===== src/rtl/seven_seg_pkg.sv =====
// ---------------------------------------------------------------------------
// seven_seg_pkg
//   Shared types, constants and helpers for the seven-segment display path.
//   - DIGIT_W     : width of one hex digit nibble.
//   - MAX_DIGITS  : widest display the helpers below support.
//   - ANODE_OFF   : all-ones anode pattern (every digit dark); slice to width.
//   - digit_t     : one hex nibble as fed to the hex-to-segment decoder.
//   - nibble_sel  : pick nibble 'idx' out of a packed digit vector.
// ---------------------------------------------------------------------------
package seven_seg_pkg;

  localparam int DIGIT_W     = 4;
  localparam int MAX_DIGITS  = 16;
  localparam int MAX_VALUE_W = MAX_DIGITS * DIGIT_W;

  // Anodes are active-low, so all ones means every digit is off.
  localparam logic [MAX_DIGITS-1:0] ANODE_OFF = '1;

  typedef logic [DIGIT_W-1:0] digit_t;

  // Returns nibble 'idx' of 'value' (nibble 0 in bits [3:0]). The loop keeps
  // every part-select constant, so this maps to a plain mux.
  function automatic digit_t nibble_sel(input logic [MAX_VALUE_W-1:0] value,
                                        input int                      idx);
    digit_t sel;
    sel = '0;
    for (int i = 0; i < MAX_DIGITS; i++) begin
      if (i == idx) sel = value[i*DIGIT_W +: DIGIT_W];
    end
    return sel;
  endfunction

endpackage


===== src/rtl/refresh_prescaler.sv =====
// ---------------------------------------------------------------------------
// refresh_prescaler
//   Free-running divider producing a one-cycle tick every DIV clocks. Also
//   intended as the timebase for the button debouncer.
//   Parameters:
//     DIV   : clk cycles per tick, 2 or more.
//   Ports:
//     clk   : system clock.
//     rst_n : asynchronous active-low reset, count returns to 0.
//     tick  : high while the count sits at DIV-1 (last cycle of the period).
// ---------------------------------------------------------------------------
module refresh_prescaler #(
  parameter int DIV = 100000
) (
  input  logic clk,
  input  logic rst_n,
  output logic tick
);

  localparam int CNT_W = (DIV > 1) ? $clog2(DIV) : 1;
  localparam logic [CNT_W-1:0] LAST = CNT_W'(DIV - 1);

  logic [CNT_W-1:0] count;

  assign tick = (count == LAST);

  // NOTE: sequential state uses non-blocking assignments so every register
  // samples pre-edge values regardless of block ordering in simulation.
  always_ff @(posedge clk or negedge rst_n) begin
    if (!rst_n) begin
      count <= '0;
    end else if (tick) begin
      count <= '0;
    end else begin
      count <= count + 1'b1;
    end
  end

endmodule


===== src/rtl/seven_seg_scan_ctrl.sv =====
// ---------------------------------------------------------------------------
// seven_seg_scan_ctrl
//   Time-multiplexed scan controller for a common-anode seven-segment display.
//   One digit is lit per REFRESH_DIV-cycle slot. New display data arrives
//   over valid/ready into a single pending slot and is copied to the active
//   register only at the end of a scan frame, so a frame never mixes old and
//   new digits. Optional leading-zero blanking and per-digit decimal points.
//   Parameters:
//     NUM_DIGITS  : number of multiplexed digits (up to MAX_DIGITS).
//     REFRESH_DIV : clk cycles per digit slot, 2 or more.
//     LEAD_BLANK  : 1 blanks leading zero digits; digit 0 is always shown.
//   Ports:
//     clk, rst_n     : clock, asynchronous active-low reset.
//     enable         : low forces every anode (and dp) off; scan keeps running.
//     value          : digit nibbles, digit 0 in bits [3:0].
//     dp_mask        : decimal point enables, bit i for digit i, 1 = lit.
//     value_valid    : requester offers value/dp_mask.
//     value_ready    : pending slot is empty.
//     anode_activate : active-low digit enables (registered).
//     led_binary     : nibble for the hex-to-segment decoder (registered).
//     dp             : active-low decimal point (registered).
//     frame_pulse    : one-cycle strobe, one cycle after each frame end.
// ---------------------------------------------------------------------------
module seven_seg_scan_ctrl
  import seven_seg_pkg::*;
#(
  parameter int NUM_DIGITS  = 4,
  parameter int REFRESH_DIV = 100000,
  parameter int LEAD_BLANK  = 1
) (
  input  logic                          clk,
  input  logic                          rst_n,
  input  logic                          enable,
  input  logic [DIGIT_W*NUM_DIGITS-1:0] value,
  input  logic [NUM_DIGITS-1:0]         dp_mask,
  input  logic                          value_valid,
  output logic                          value_ready,
  output logic [NUM_DIGITS-1:0]         anode_activate,
  output digit_t                        led_binary,
  output logic                          dp,
  output logic                          frame_pulse
);

  localparam int VALUE_W = DIGIT_W * NUM_DIGITS;
  localparam int IDX_W   = (NUM_DIGITS > 1) ? $clog2(NUM_DIGITS) : 1;
  localparam logic [IDX_W-1:0]      LAST_IDX      = IDX_W'(NUM_DIGITS - 1);
  localparam logic [NUM_DIGITS-1:0] ANODE_ALL_OFF = ANODE_OFF[NUM_DIGITS-1:0];

  // -------------------------------------------------------------------------
  // Timebase and digit index
  // -------------------------------------------------------------------------
  logic             tick;
  logic             frame_end;
  logic [IDX_W-1:0] idx;

  refresh_prescaler #(
    .DIV (REFRESH_DIV)
  ) u_prescaler (
    .clk   (clk),
    .rst_n (rst_n),
    .tick  (tick)
  );

  assign frame_end = tick && (idx == LAST_IDX);

  always_ff @(posedge clk or negedge rst_n) begin
    if (!rst_n) begin
      idx <= '0;
    end else if (tick) begin
      idx <= (idx == LAST_IDX) ? '0 : idx + 1'b1;
    end
  end

  // -------------------------------------------------------------------------
  // Handshake: one pending slot, committed to active only at frame_end
  // -------------------------------------------------------------------------
  logic                  pend_valid;
  logic [VALUE_W-1:0]    pend_value;
  logic [NUM_DIGITS-1:0] pend_dp;
  logic [VALUE_W-1:0]    active_value;
  logic [NUM_DIGITS-1:0] active_dp;
  logic                  transfer;
  logic                  commit;

  assign value_ready = !pend_valid;
  assign transfer    = value_valid && !pend_valid;
  // commit needs a full slot while transfer needs an empty one, so data
  // accepted in a frame_end cycle waits for the following frame_end.
  assign commit      = frame_end && pend_valid;

  always_ff @(posedge clk or negedge rst_n) begin
    if (!rst_n) begin
      pend_valid   <= 1'b0;
      active_value <= '0;
      active_dp    <= '0;
    end else if (commit) begin
      pend_valid   <= 1'b0;
      active_value <= pend_value;
      active_dp    <= pend_dp;
    end else if (transfer) begin
      pend_valid   <= 1'b1;
    end
  end

  // NOTE: the pending data registers carry no reset; pend_valid alone says
  // whether they hold anything, so resetting them would only add reset fanout.
  always_ff @(posedge clk) begin
    if (transfer) begin
      pend_value <= value;
      pend_dp    <= dp_mask;
    end
  end

  // -------------------------------------------------------------------------
  // Leading-zero blanking over the active value
  // -------------------------------------------------------------------------
  // Digit i > 0 is visible when any nibble from i up to the top is nonzero.
  function automatic logic [NUM_DIGITS-1:0] visible_digits(
    input logic [VALUE_W-1:0] v
  );
    logic [NUM_DIGITS-1:0] vis;
    logic                  seen;
    vis  = '0;
    seen = 1'b0;
    for (int i = NUM_DIGITS - 1; i >= 1; i--) begin
      seen   = seen | (v[i*DIGIT_W +: DIGIT_W] != '0);
      vis[i] = seen || (LEAD_BLANK == 0);
    end
    vis[0] = 1'b1;
    return vis;
  endfunction

  // -------------------------------------------------------------------------
  // Output decode (registered below)
  // -------------------------------------------------------------------------
  logic [NUM_DIGITS-1:0] shown;
  logic                  digit_on;
  logic [NUM_DIGITS-1:0] anode_next;
  digit_t                nibble_next;
  logic                  dp_next;

  // NOTE: every always_comb output gets a default before any conditional
  // write, so no path leaves a value held and no latch is inferred.
  always_comb begin
    shown       = visible_digits(active_value);
    digit_on    = enable && shown[idx];
    anode_next  = ANODE_ALL_OFF;
    dp_next     = 1'b1;
    nibble_next = nibble_sel(MAX_VALUE_W'(active_value), int'(idx));
    if (digit_on) begin
      anode_next[idx] = 1'b0;
      dp_next         = ~active_dp[idx];
    end
  end

  always_ff @(posedge clk or negedge rst_n) begin
    if (!rst_n) begin
      anode_activate <= ANODE_ALL_OFF;
      led_binary     <= '0;
      dp             <= 1'b1;
      frame_pulse    <= 1'b0;
    end else begin
      anode_activate <= anode_next;
      led_binary     <= nibble_next;
      dp             <= dp_next;
      frame_pulse    <= frame_end;
    end
  end

endmodule

===== config.mk =====
export PLATFORM = sky130hd
export DESIGN_NAME = seven_seg_scan_ctrl
export DESIGN_NICKNAME = d
export VERILOG_FILES = /design/src/rtl/seven_seg_pkg.sv /design/src/rtl/refresh_prescaler.sv /design/src/rtl/seven_seg_scan_ctrl.sv
export SDC_FILE = /design/constraint.sdc
export NUM_CORES = 1
export LEC_CHECK = 0
export ABC_AREA = 1
export CORE_MARGIN = 5
export CORE_UTILIZATION = 38
export CTS_CLUSTER_SIZE = 25
export DETAILED_ROUTE_END_ITERATION = 8
export GPL_TIMING_DRIVEN = 0
export PLACE_DENSITY = 0.68
export SYNTH_ARGS = -nofsm -noshare
export SYNTH_HDL_FRONTEND = slang
export SYNTH_SLANG_ARGS = --single-unit

===== constraint.sdc =====
create_clock -name clk -period 5.19 [get_ports clk]
set_clock_uncertainty 0.05 [all_clocks]
set_input_delay 1.038 -clock clk [delete_from_list [all_inputs] [get_ports clk]]
set_output_delay 1.038 -clock clk [all_outputs]
set_load 0.1 [all_outputs]

# Word level (Yosys, flattened, before mapping)
# Cells that the tools add are included.
[word_totals]
reg_bits = 70
input_bits = 24
out_inout_bits = 11
[classes]
n_addsub = 2
magnitude_cmp = 2
n_eq_ne = 5
n_mux = 16
n_bitwise = 4
n_reduce_logical = 11
[op_table]
columns = ["operator", "count"]
rows = [
  ["$mux W4", 5],
  ["$add A17 B1 Y17 const B", 1],
  ["$eq A17 B17 Y1 const B", 1],
  ["$mux W17", 1],
  ["$reduce_bool A4 Y1", 3],
  ["$mux W1", 6],
  ["$logic_and A1 B1 Y1", 5],
  ["$bmux W1 S2", 2],
  ["$eq A2 B2 Y1 const A", 2],
  ["$not A4 Y4", 1],
  ["$lt A2 B3 Y1 const B", 1],
  ["$add A2 B1 Y2 const B", 1],
  ["$demux W1 S2", 1],
  ["$eq A1 B2 Y1 const A", 1],
  ["$eq A2 B2 Y1 const B", 1],
  ["$ge A2 B1 Y1 const B", 1],
  ["$logic_not A2 Y1", 1],
  ["$mux W2", 1],
  ["$or A1 B1 Y1", 2],
  ["$reduce_bool A2 Y1", 1],
  ["$logic_not A1 Y1", 1],
  ["$not A1 Y1", 1],
]

# Logic depth before layout (Yosys ltp)
# Gate-level depths: netlist of run 1.
[logic_depth]
word_depth = 7
ltp_mapped = 9
depth_no_buf = 9

# Modules after synthesis
# From an unflattened synthesis of run 1, not the netlist that was laid out.
[unflattened]
cells_unflattened = 332
hier_area_um2 = 3094.2
[modules_own_cells]
columns = ["mod", "instances", "cells_each", "area_each_um2", "seq_area_each_um2"]
rows = [
  ["seven_seg_scan_ctrl", 1, 189, 2075.7, 1432.6],
  ["refresh_prescaler", 1, 143, 1018.5, 425.4],
]

# Worst setup path after synthesis of run 1
# Ideal clock, no wire load.
[synth_path]
kind = "input to register"
startpoint = "input value_valid"
endpoint = "register pend_dp[0] (enable)"
setup_ns = 0.397
t_arrival_ns = 1.938
required_ns = 4.743
slack_ns = 2.805
stages = 2
n_path_buf = 0
path_cell_list = "inv_1 > nor2_1"
[synth_via]
elab_chain_len = 1
[synth_rtl]
columns = ["element", "line", "text"]
rows = [
  ["start, declared", "seven_seg_scan_ctrl.sv:36", "input logic value_valid,"],
  ["$logic_and A1 B1 Y1", "seven_seg_scan_ctrl.sv:86", "assign transfer = value_valid && !pend_valid;"],
  ["net transfer", "seven_seg_scan_ctrl.sv:82", "logic transfer;"],
  ["end signal, assigned", "seven_seg_scan_ctrl.sv:110", "pend_dp <= dp_mask;"],
  ["end, declared", "seven_seg_scan_ctrl.sv:79", "logic [NUM_DIGITS-1:0] pend_dp;"],
]
# The timed path passes the listed nets, and every way through them passes these cells.
# A chain may end at the register's enable or synchronous reset.

# Worst setup path after layout of run 1
[layout_path]
startpoint = "register pend_valid"
endpoint = "output value_ready"
[layout_via]
elab_chain_len = 1
[layout_rtl]
columns = ["element", "line", "text"]
rows = [
  ["start, declared", "seven_seg_scan_ctrl.sv:77", "logic pend_valid;"],
  ["start signal, assigned", "seven_seg_scan_ctrl.sv:93", "pend_valid <= 1'b0;"],
  ["start signal, assigned", "seven_seg_scan_ctrl.sv:97", "pend_valid <= 1'b0;"],
  ["start signal, assigned", "seven_seg_scan_ctrl.sv:101", "pend_valid <= 1'b1;"],
  ["$logic_not A1 Y1", "seven_seg_scan_ctrl.sv:85", "assign value_ready = !pend_valid;"],
  ["end, declared", "seven_seg_scan_ctrl.sv:37", "output logic value_ready,"],
]
# Every way passes these cells.

==> results.md, run 1 <==
* Most numerous cell in the Yosys netlist: nand2_1
* Initial antenna violation count at 0
* CTS buffer count at 9
* DIE WIDTH at 101 um
* Cells after Synth at 318
* Max-Cap Viols at 0
* Layout net count at 393
* Leak at 1.73 nW
* Arrival @ worst endpoint at 2.01 ns
* Worst setup SP type: register
* Net count after synthesis at 347
* F_max at 0.322 GHz
* First-pass GRT wire length at 10300 um
* Core box area at 8090 um2
* GRT met2 Usage at 0.186
* Largest area contributor in the netlist: dfrtp_1
* Mapped Area at 3120 um2
* R2R Path Start: pend_valid
* Vias/cell at 4.82
* Power Total at 1.02 mW
* Synth cell count leaders: 75 x nand2_1, 45 x dfrtp_1, 35 x nor2_1
* Layout cells sized above 1 at 0.125
* Slowest cell on the critical path: clkdlybuf4s50_1
* Worst Setup End Kind: output port
* Fin Setup TNS at 0 ns
* Top cell type's share of synthesized area at 0.361
* Most used DFF post-synth: dfrtp_1
* GRT overflow at 0
* EDFF count, synth at 20
* Area Overhead vs Synth at 22.0%
* Final Hold Violating Endpoints at 0
* Yosys warns at 0
* Num Clock Sinks at 70
* Number of global-route vias before repair at 2227
* Sequential Area at 1860 um2
* Placed wire-length estimate at 4390 um
* Grt met1 use at 0.179
* Postcts setup bufs at 0
* Critical path required time at 4.10 ns
* Worst Hold Class: register to register
* Flop2flop setup slack at 3.34 ns
* Fillers at 786
* Drt first-iter violations at 120
* Fraction of registers with async set/reset at 0.714
* Die area at 10100 um2
* Crit-path cells: inv_1, clkdlybuf4s50_1
* Met3 Use GR at 0.0325
* Hold buffer count at cts at 0
* Crit Path Class: register to output port
* Largest cells by area after synthesis: dfrtp_1 36%, edfxtp_1 19%, nand2_1 9.0%
* Root Buffer: clkbuf_8
* GRT Total Usage at 0.129
* Busiest grt layer: met2
* Buffers on Ports at 34
* Post_cts resized at 0
* Post-synthesis cell type count at 31
* Power Density at 269 nW/um2
* Setup crit start: pend_valid
* 1st-pass router iterations at 4
* Starting Density at 0.385
* Register area share after synthesis at 0.596
* GPL Wtd Cong at 0.926
* Mean routed wirelength per cell at 12.3 um
* Relative max-transition margin at 0.346
* Final min period at 3.10 ns
* # IOs at 35
* RSZ-0062 raised after global routing: false
* Worst path depth at 2
* Worst Tran Pin Value at 0.978 ns
* Buf/Inv on CP at 2
* CTS Buffer Depth at 2
* Diodes inserted at 0
* CTS tree: built
* Syn Area/Cell at 9.81 um2
* Final setup fails at 0
* # rows at 33
* Status: finished, final reports clean
* Period utilization at 0.598
* R2R Path End: pend_dp[2]
* Largest net degree at the start of global routing at 35
* Vias at 2285
* Routed Antenna Nets at 0
* Depth of the most critical reg-to-reg path at 2
* Peak VDD IR at 0.154 mV
* CTS clk-pin slew, worst paths at 0.08 ns
* DRC at 0
* Wirelength, routed at 5850 um
* Die height at 101 um
* Footprint of the multi-input gates at 1100 um2
* Worst setup endpoint: value_ready
* Worst path top cell family by delay: buffers and inverters
* Yosys reg bits at 70
* Slowest cell delay on critical path at 1.14 ns
* Clk_lat worst skew at 0.34 ns
* Pins over their slew limit at 0
* Worst-path maximum fanout at 5
* H-tree level count at 3
placed cells by master, fill, tap and decap left out, types with 6 or more instances in the layout:
cell type,count
nand2_1,75
nand3_1,18
xor2_1,9
clkbuf_8,9
inv_1,20
inv_2,8
nor3_1,9
dfrtp_1,45
clkbuf_1,6
nand4_1,24
nor2_1,34
clkdlybuf4s50_1,33
edfxtp_1,20
a21oi_1,10
per-stage QoR:
stage	hold slack (ns)	util	instance area [um2]	instances	worst slack (ns)
floorplan	0.383	-	3120	318	2.81
global placement	0.400	0.444	3590	457	1.63
detailed placement	0.410	0.445	3600	458	2.06
CTS	0.428	0.470	3800	474	2.07
global route	0.454	0.470	3800	474	2.03
finish	0.425	0.470	3800	474	2.09
per-layer routing:
| layer | vias to the layer above | wire [um] |
|---|---|---|
| met1 | 1067 | 2880 |
| met3 | 13 | 295 |
| li1 | 1149 | - |
| met4 | 0 | 129 |
| met2 | 56 | 2540 |
| met5 | - | 0 |
registers in the layout, indices dropped and copies added, names as in the netlist:
| name | count |
|---|---|
| pend_valid | 1 |
| pend_dp | 4 |
| frame_pulse | 1 |
| u_prescaler.count | 17 |
| dp | 1 |
| active_dp | 4 |
| anode_activate | 4 |
| idx | 2 |
| pend_value | 16 |
| active_value | 16 |
| led_binary | 4 |
worst min-delay path by stage:
stage,startpoint,end,slack (ns),cells after the start
4_1_cts,active_value[0],active_value[0],0.43,2
6_report,u_prescaler.count[0],u_prescaler.count[0],0.42,1
2_1_floorplan,u_prescaler.count[0],u_prescaler.count[0],0.38,1
3_3_place_gp,u_prescaler.count[0],u_prescaler.count[0],0.40,1
5_1_grt,u_prescaler.count[0],u_prescaler.count[0],0.45,1
3_5_place_dp,active_value[0],active_value[0],0.41,2
power breakdown:
group	switching (mW)	leakage (nW)	internal, mW
Combinational	0.0133	0.795	0.0169
Clock	0.205	0.0956	0.222
Sequential	0.0000935	0.842	0.568
kinds of logic (layout without fill, tap and decap cells):
family	after synthesis	count (layout)	synth area share
and+or+nand+nor	174	174	0.266
DFF	70	70	0.596
buffers and inverters	39	90	0.0530
AOI/OAI and AO/OA	20	20	0.0365
xor gates and xnor gates	10	10	0.0281
adders and majority gates	5	5	0.0201
layout make-up:
type | count | area share
Inverter | 28 | 0.0276
Buffer | 11 | 0.0158
Clock buffer | 9 | 0.0326
Tap cell | 105 | 0.0345
Sequential cell | 70 | 0.488
Multi-Input combinational cell | 209 | 0.288
Timing Repair Buffer | 35 | 0.0934
Clock inverter | 7 | 0.0191
worst reg2reg max path, stage by stage, from the launching register on:
cell,delay [ns]
dfrtp_1,0.44
clkbuf_1,0.23
nor2_2,0.75
Note: power is estimated with default switching activity, not from simulation.
==> run 2, diff against run 1 <==
==> constraint.sdc (replaced) <==
create_clock -name clk -period 3.2 [get_ports clk]
set_clock_uncertainty 0.05 [all_clocks]
set_input_delay 0.64 -clock clk [delete_from_list [all_inputs] [get_ports clk]]
set_output_delay 0.64 -clock clk [all_outputs]
set_load 0.1 [all_outputs]
==> results of run 2 <==
Same layout as run 1 (identical final DEF). Status: finished, final reports clean.
Main changes from that run: setup slack after placement 2.06 ns -> 0.465 ns; setup slack after layout 2.09 ns -> 0.496 ns; hold slack 0.425 ns -> 0.164 ns; register-to-register setup slack 3.34 ns -> 1.35 ns; total power 1.02 mW -> 1.66 mW; worst IR drop on VDD 0.154 mV -> 0.250 mV
==> run 3, diff against run 2 <==
==> constraint.sdc (replaced) <==
create_clock -name clk -period 2.75 [get_ports clk]
set_clock_uncertainty 0.05 [all_clocks]
set_input_delay 0.55 -clock clk [delete_from_list [all_inputs] [get_ports clk]]
set_output_delay 0.55 -clock clk [all_outputs]
set_load 0.1 [all_outputs]
==> results of run 3 <==
Same layout as run 1 (identical final DEF). Status: finished, final reports clean.
Main changes from that run: setup slack after placement 2.06 ns -> 0.105 ns; setup slack after layout 2.09 ns -> 0.136 ns; hold slack 0.425 ns -> 0.0740 ns; register-to-register setup slack 3.34 ns -> 0.90 ns; total power 1.02 mW -> 1.93 mW; worst IR drop on VDD 0.154 mV -> 0.291 mV
